[src/rtl/sloth_square_scheduler.sv]
// Round-robin scheduler: latches a 64-square request mask and grants each requesting
// square one at a time over a valid/ready handshake, rotating the start point across scans.
module sloth_square_scheduler #(
    parameter int NSQ  = 64,
    parameter int IDXW = 6
) (
    input  logic            clk,
    input  logic            rst_n,
    input  logic            start,
    input  logic            abort,
    input  logic [NSQ-1:0]  req_mask,
    output logic            grant_valid,
    output logic [IDXW-1:0] grant_idx,
    input  logic            grant_ready,
    output logic            busy,
    output logic            done,
    output logic [IDXW:0]   grant_count
);

    typedef enum logic [1:0] {
        IDLE,
        SCAN,
        OFFER,
        DONE
    } state_t;

    state_t          state;
    state_t          state_nxt;
    logic [NSQ-1:0]  pending;
    logic [IDXW-1:0] rr_ptr;

    logic [NSQ-1:0]  upper_pending;
    logic            hit_upper;
    logic            hit_any;
    logic [IDXW-1:0] idx_upper;
    logic [IDXW-1:0] idx_any;
    logic [IDXW-1:0] found_idx;
    logic            handshake;

    // Returns {found, index of lowest set bit}; scanning downward lets the lowest hit win.
    function automatic logic [IDXW:0] find_lowest(input logic [NSQ-1:0] vec);
        logic [IDXW:0] res;
        res = '0;
        for (int i = NSQ - 1; i >= 0; i--) begin
            if (vec[i]) res = {1'b1, IDXW'(i)};
        end
        return res;
    endfunction

    // Requests at or above the rotation pointer take precedence; otherwise wrap to the bottom.
    assign upper_pending          = pending & ({NSQ{1'b1}} << rr_ptr);
    assign {hit_upper, idx_upper} = find_lowest(upper_pending);
    assign {hit_any, idx_any}     = find_lowest(pending);
    assign found_idx              = hit_upper ? idx_upper : idx_any;

    // Outputs decode the state register only, so no input reaches them combinationally.
    assign grant_valid = (state == OFFER);
    assign busy        = (state == SCAN) || (state == OFFER);
    assign done        = (state == DONE);
    assign handshake   = grant_valid & grant_ready;

    always_ff @(posedge clk or negedge rst_n) begin
        if (!rst_n) state <= IDLE;
        else        state <= state_nxt;
    end

    always_comb begin
        // NOTE: default assigned first so every path drives state_nxt and no latch is inferred.
        state_nxt = state;
        case (state)
            IDLE:    if (start) state_nxt = SCAN;
            SCAN:    state_nxt = hit_any ? OFFER : DONE;
            OFFER:   if (handshake) state_nxt = SCAN;
            DONE:    state_nxt = IDLE;
            default: state_nxt = IDLE;
        endcase
        if (abort) state_nxt = IDLE;
    end

    always_ff @(posedge clk or negedge rst_n) begin
        if (!rst_n) begin
            pending     <= '0;
            rr_ptr      <= '0;
            grant_idx   <= '0;
            grant_count <= '0;
        end else if (abort) begin
            // NOTE: non-blocking assignments keep every register update tied to the same edge.
            pending <= '0;
        end else begin
            case (state)
                IDLE: begin
                    if (start) begin
                        pending     <= req_mask;
                        grant_count <= '0;
                    end
                end
                SCAN: begin
                    if (hit_any) grant_idx <= found_idx;
                end
                OFFER: begin
                    if (grant_ready) begin
                        pending[grant_idx] <= 1'b0;
                        grant_count        <= grant_count + (IDXW + 1)'(1);
                        rr_ptr             <= grant_idx + IDXW'(1);
                    end
                end
                default: ;
            endcase
        end
    end

endmodule

[config.mk]
export PLATFORM = sky130hd
export DESIGN_NAME = sloth_square_scheduler
export DESIGN_NICKNAME = d
export VERILOG_FILES = /design/src/rtl/sloth_square_scheduler.sv
export SDC_FILE = /design/constraint.sdc
export NUM_CORES = 1
export LEC_CHECK = 0
export BUFFER_PORTS_ARGS = -buffer_cell sky130_fd_sc_hd__buf_2
export CAP_MARGIN = 5
export CORE_UTILIZATION = 50
export DETAILED_ROUTE_END_ITERATION = 7
export GPL_TIMING_DRIVEN = 0
export HOLD_SLACK_MARGIN = 0.1
export MAX_ROUTING_LAYER = met4
export PLACE_DENSITY = 0.78
export SYNTH_ARGS = -nofsm -noshare
export SYNTH_HDL_FRONTEND = slang
export SYNTH_SLANG_ARGS = --single-unit
[constraint.sdc]
create_clock -name clk -period 7.3 [get_ports clk]
set_input_delay 0.365 -clock clk [delete_from_list [all_inputs] [get_ports clk]]
set_output_delay 0.365 -clock clk [all_outputs]
set_load 0.01 [all_outputs]
==> impl_metrics.yaml <==
outcome:
  outcome: "complete, no violations"
clock_network:
  cts.clk_slew.worst_paths_ps: 70
  clock_sinks: 85
  h-tree-depth: 3
  worstSkewPairLatency_ps: 360
  cts_root_buf: "clkbuf_16"
  cts_buffer_depth: 2
  cts_tree: "done"
  post_cts_buffers: 0
  cts_buffers: 9
setup_path:
  slowest_delay_ps: 860
  cp-start-kind: "flip-flop"
  path_class: "flip-flop to flip-flop"
  path_cells: "buf_4 > buf_4 > nor2_1 > o21ai_0 > o211a_1 > a2111oi_0 > nor3_1 > a211oi_1 > o21ai_1 > a31oi_1"
  cp-startpoint: "rr_ptr[1]"
  worstPathRequired_ps: 7560
  critPathMaxFanout: 10
  path_common_cell: "buf_4"
  path_buf_inv: 2
  r2r_setup_slack_ps: 3280
  cp-end-kind: "flip-flop"
  cp.arrival_ps: 4280
  r2r_start: "rr_ptr[1]"
  cpLargestDelayFamily: "compound AO/OA/AOI/OAI gates"
  cp_slowest_cell: "a2111oi_0"
floorplan:
  die_area_sq_um: 14200
  pin_count: 85
  core-area_sq_um: 13300
  dieWidth_um: 119
  start_util_pct: 51.5
  die_height_um: 119
  fp-row-count: 42
sta:
  drv_slew: 0
  hold_violations: 0
  tightest_slew_ps: 1330
  fin_setup_tns_ps: 0
  skew_ps: 9.57
  setup_slack_ps: 3280
  rsz0062_at_grt: "false"
  finalCritPeriodShare_pct: 55.0
  post-route-min-period_ps: 4020
  fmax_mhz: 249
  max_slew_margin_pct: 10.9
  setup_viol: 0
route:
  drc_errors: 0
  wirelength_um: 27500
  antenna_left: 0
  drt-vias-per-instance: 6.59
  dr.pass1.iters: 7
  wire_per_inst_um: 22.5
  drt_first_iter_violations: 1068
  vias: 8043
power_and_ir_drop:
  clkPwrFrac_pct: 16.2
  p_seq_share_pct: 23.8
  swShare_pct: 52.4
  p_per_area_nw_per_um2: 376
  p_leak_uw: 0.00363
  p_int_uw: 1410
  power_switching_uw: 1560
  ir_worst_vdd_mv: 0.246
  power_frac_comb_pct: 60.0
run:
  cap_violations: 0
synthesis:
  synth_area_leaders: "dfrtp_1, nand2_1, o21ai_0, a21oi_1, nor2_1"
  async_flop_share_pct: 100
  synth.most_common_cell: "nand2_1"
  synth_cell_types: 82
  synthCells: 939
  synth_seq_cells: 85
  synthesis.area_sq_um: 6850
  synth_edf_count: 0
  synth_nets: 1014
  synth_top_cell_area_share_pct: 31.1
  synthFlopType: "dfrtp_1"
  ys_warn_count: 0
  syn_avg_cell_area_sq_um: 7.30
  synth_area_leader_cell: "dfrtp_1"
  synth_common_cells: "nand2_1, o21ai_0, a21oi_1"
  yosysSeqAreaShare_pct: 31.1
final_layout:
  areaGrowthSynthToFinish_pct: 15.1
  drive_above_1_share_pct: 15.0
  nNetsFinal: 1114
worst_hold_path:
  min_path_type: "primary input to flip-flop"
  min-delay-start: "req_mask[56]"
global_route:
  grt_start_max_net_pins: 46
  grt_overflow: 0
  antenna_found_initial: 1
  grt_pass1_vias: 7297
  track_usage_pct: 40.9
  grt_pass1_wl_um: 42500
placement:
  port_buffers: 83
  dp_hpwl_um: 20300
  gp_congestion: 1.01
  preCtsSetupSlack_ps: 3790
[per-stage QoR]
step	total power, uW	hold WS, ps	area (sq um)	instances	utilization (%)
final	2970	197	7890	1220	59.3
after global routing	3100	207	7890	1220	59.3
after floorplan	1780	69.4	6850	939	-
after detailed placement	2390	394	7570	1202	56.9
after global placement	2370	498	7490	1198	56.3
after CTS	2870	196	7880	1218	59.3
[routing by layer]
metal / share of wire, % / track usage [%] / vias to the layer above
met5: 0 / - / -
met4: 3.8 / 15.5 / 0
met3: 11 / 12.1 / 75
met2: 42 / 57.4 / 498
met1: 43 / 55.3 / 3802
li1: - / - / 3668
[cell type report]
cell class | instances | area, sq um
flip-flops and latches | 85 | 2130
clock buffers | 9 | 225
diodes | 1 | 2.50
multi-input cells | 764 | 4300
fillers | 1299 | 5410
repair buffers | 89 | 494
clock inverters | 6 | 73.8
inverters | 24 | 90.1
well taps | 176 | 220
plain buffers | 66 | 357
[worst register-to-register path, stage by stage (launching register included)]
cell,delay [ps]
dfrtp_1,390
buf_4,180
buf_4,200
nor2_1,520
o21ai_0,290
o211a_1,180
a2111oi_0,860
nor3_1,190
a211oi_1,670
o21ai_1,190
a31oi_1,250
[flip-flops by register name (all words and copies together), names as in the netlist]
register,count
grant_count,7
state,2
grant_idx,6
rr_ptr,6
pending,64
[cells by family (layout without fill, tap and decap cells)]
group                      count (synthesis)  count (layout)  synth area share [%]
xor gates and xnor gates                   4               4                 0.512
buffers and inverters                     90             194                  6.52
adders and majority gates                  6               6                  1.10
muxes                                      3               3                 0.457
DFF                                       85              85                  31.1
and+or+nand+nor                          387             387                  27.7
AOI/OAI and AO/OA                        364             364                  32.6
other                                      0               1                     0
[cell usage in the layout, fill, tap and decap left out, drive strengths merged, types with 3 or more instances in the layout]
cell type	n
nand4	14
and3b	4
o311ai	4
a21boi	9
o41ai	3
and3	4
a41oi	4
nor3	21
inv	25
o21bai	3
or3	7
a2111oi	6
or4	4
nand2	179
nor4	29
or2	5
nand3	25
ha	6
a21o	4
a211oi	10
a22o	4
dfrtp	85
clkbuf	49
o31ai	9
nor2b	5
a221oi	4
a21oi	105
nor3b	8
buf	114
o21ai	120
a31oi	11
o311a	4
and2	4
or4b	3
nand2b	11
a211o	6
o21a	9
o211ai	20
o22ai	7
nor2	58
[what timing repair did]
item / CTS / global route
setup endpoints to repair: 0 / 0
hold endpoints to repair: 40 / 0
gates resized for setup: 0 / 0
hold buffers: 1 / 0
[power groups by stage]
stage               combinational, uW  sequential [uW]  clock [uW]
finish                           1780              706         480
global route                     1880              719         501
CTS                              1690              699         481
detailed placement               1680              707           0
global placement                 1670              706           0
floorplan                        1110              669           0
[worst paths after layout]
check / cells after the start / to
worst max-delay path: 10 / grant_idx[0]
worst min-delay path: 3 / pending[56]
worst max register to register: 10 / grant_idx[0]
worst min register to register: 2 / grant_count[1]
max in group asynchronous: 3 / pending[31]
min in group asynchronous: 2 / grant_count[1]
Note: power is estimated with default switching activity, not from simulation.
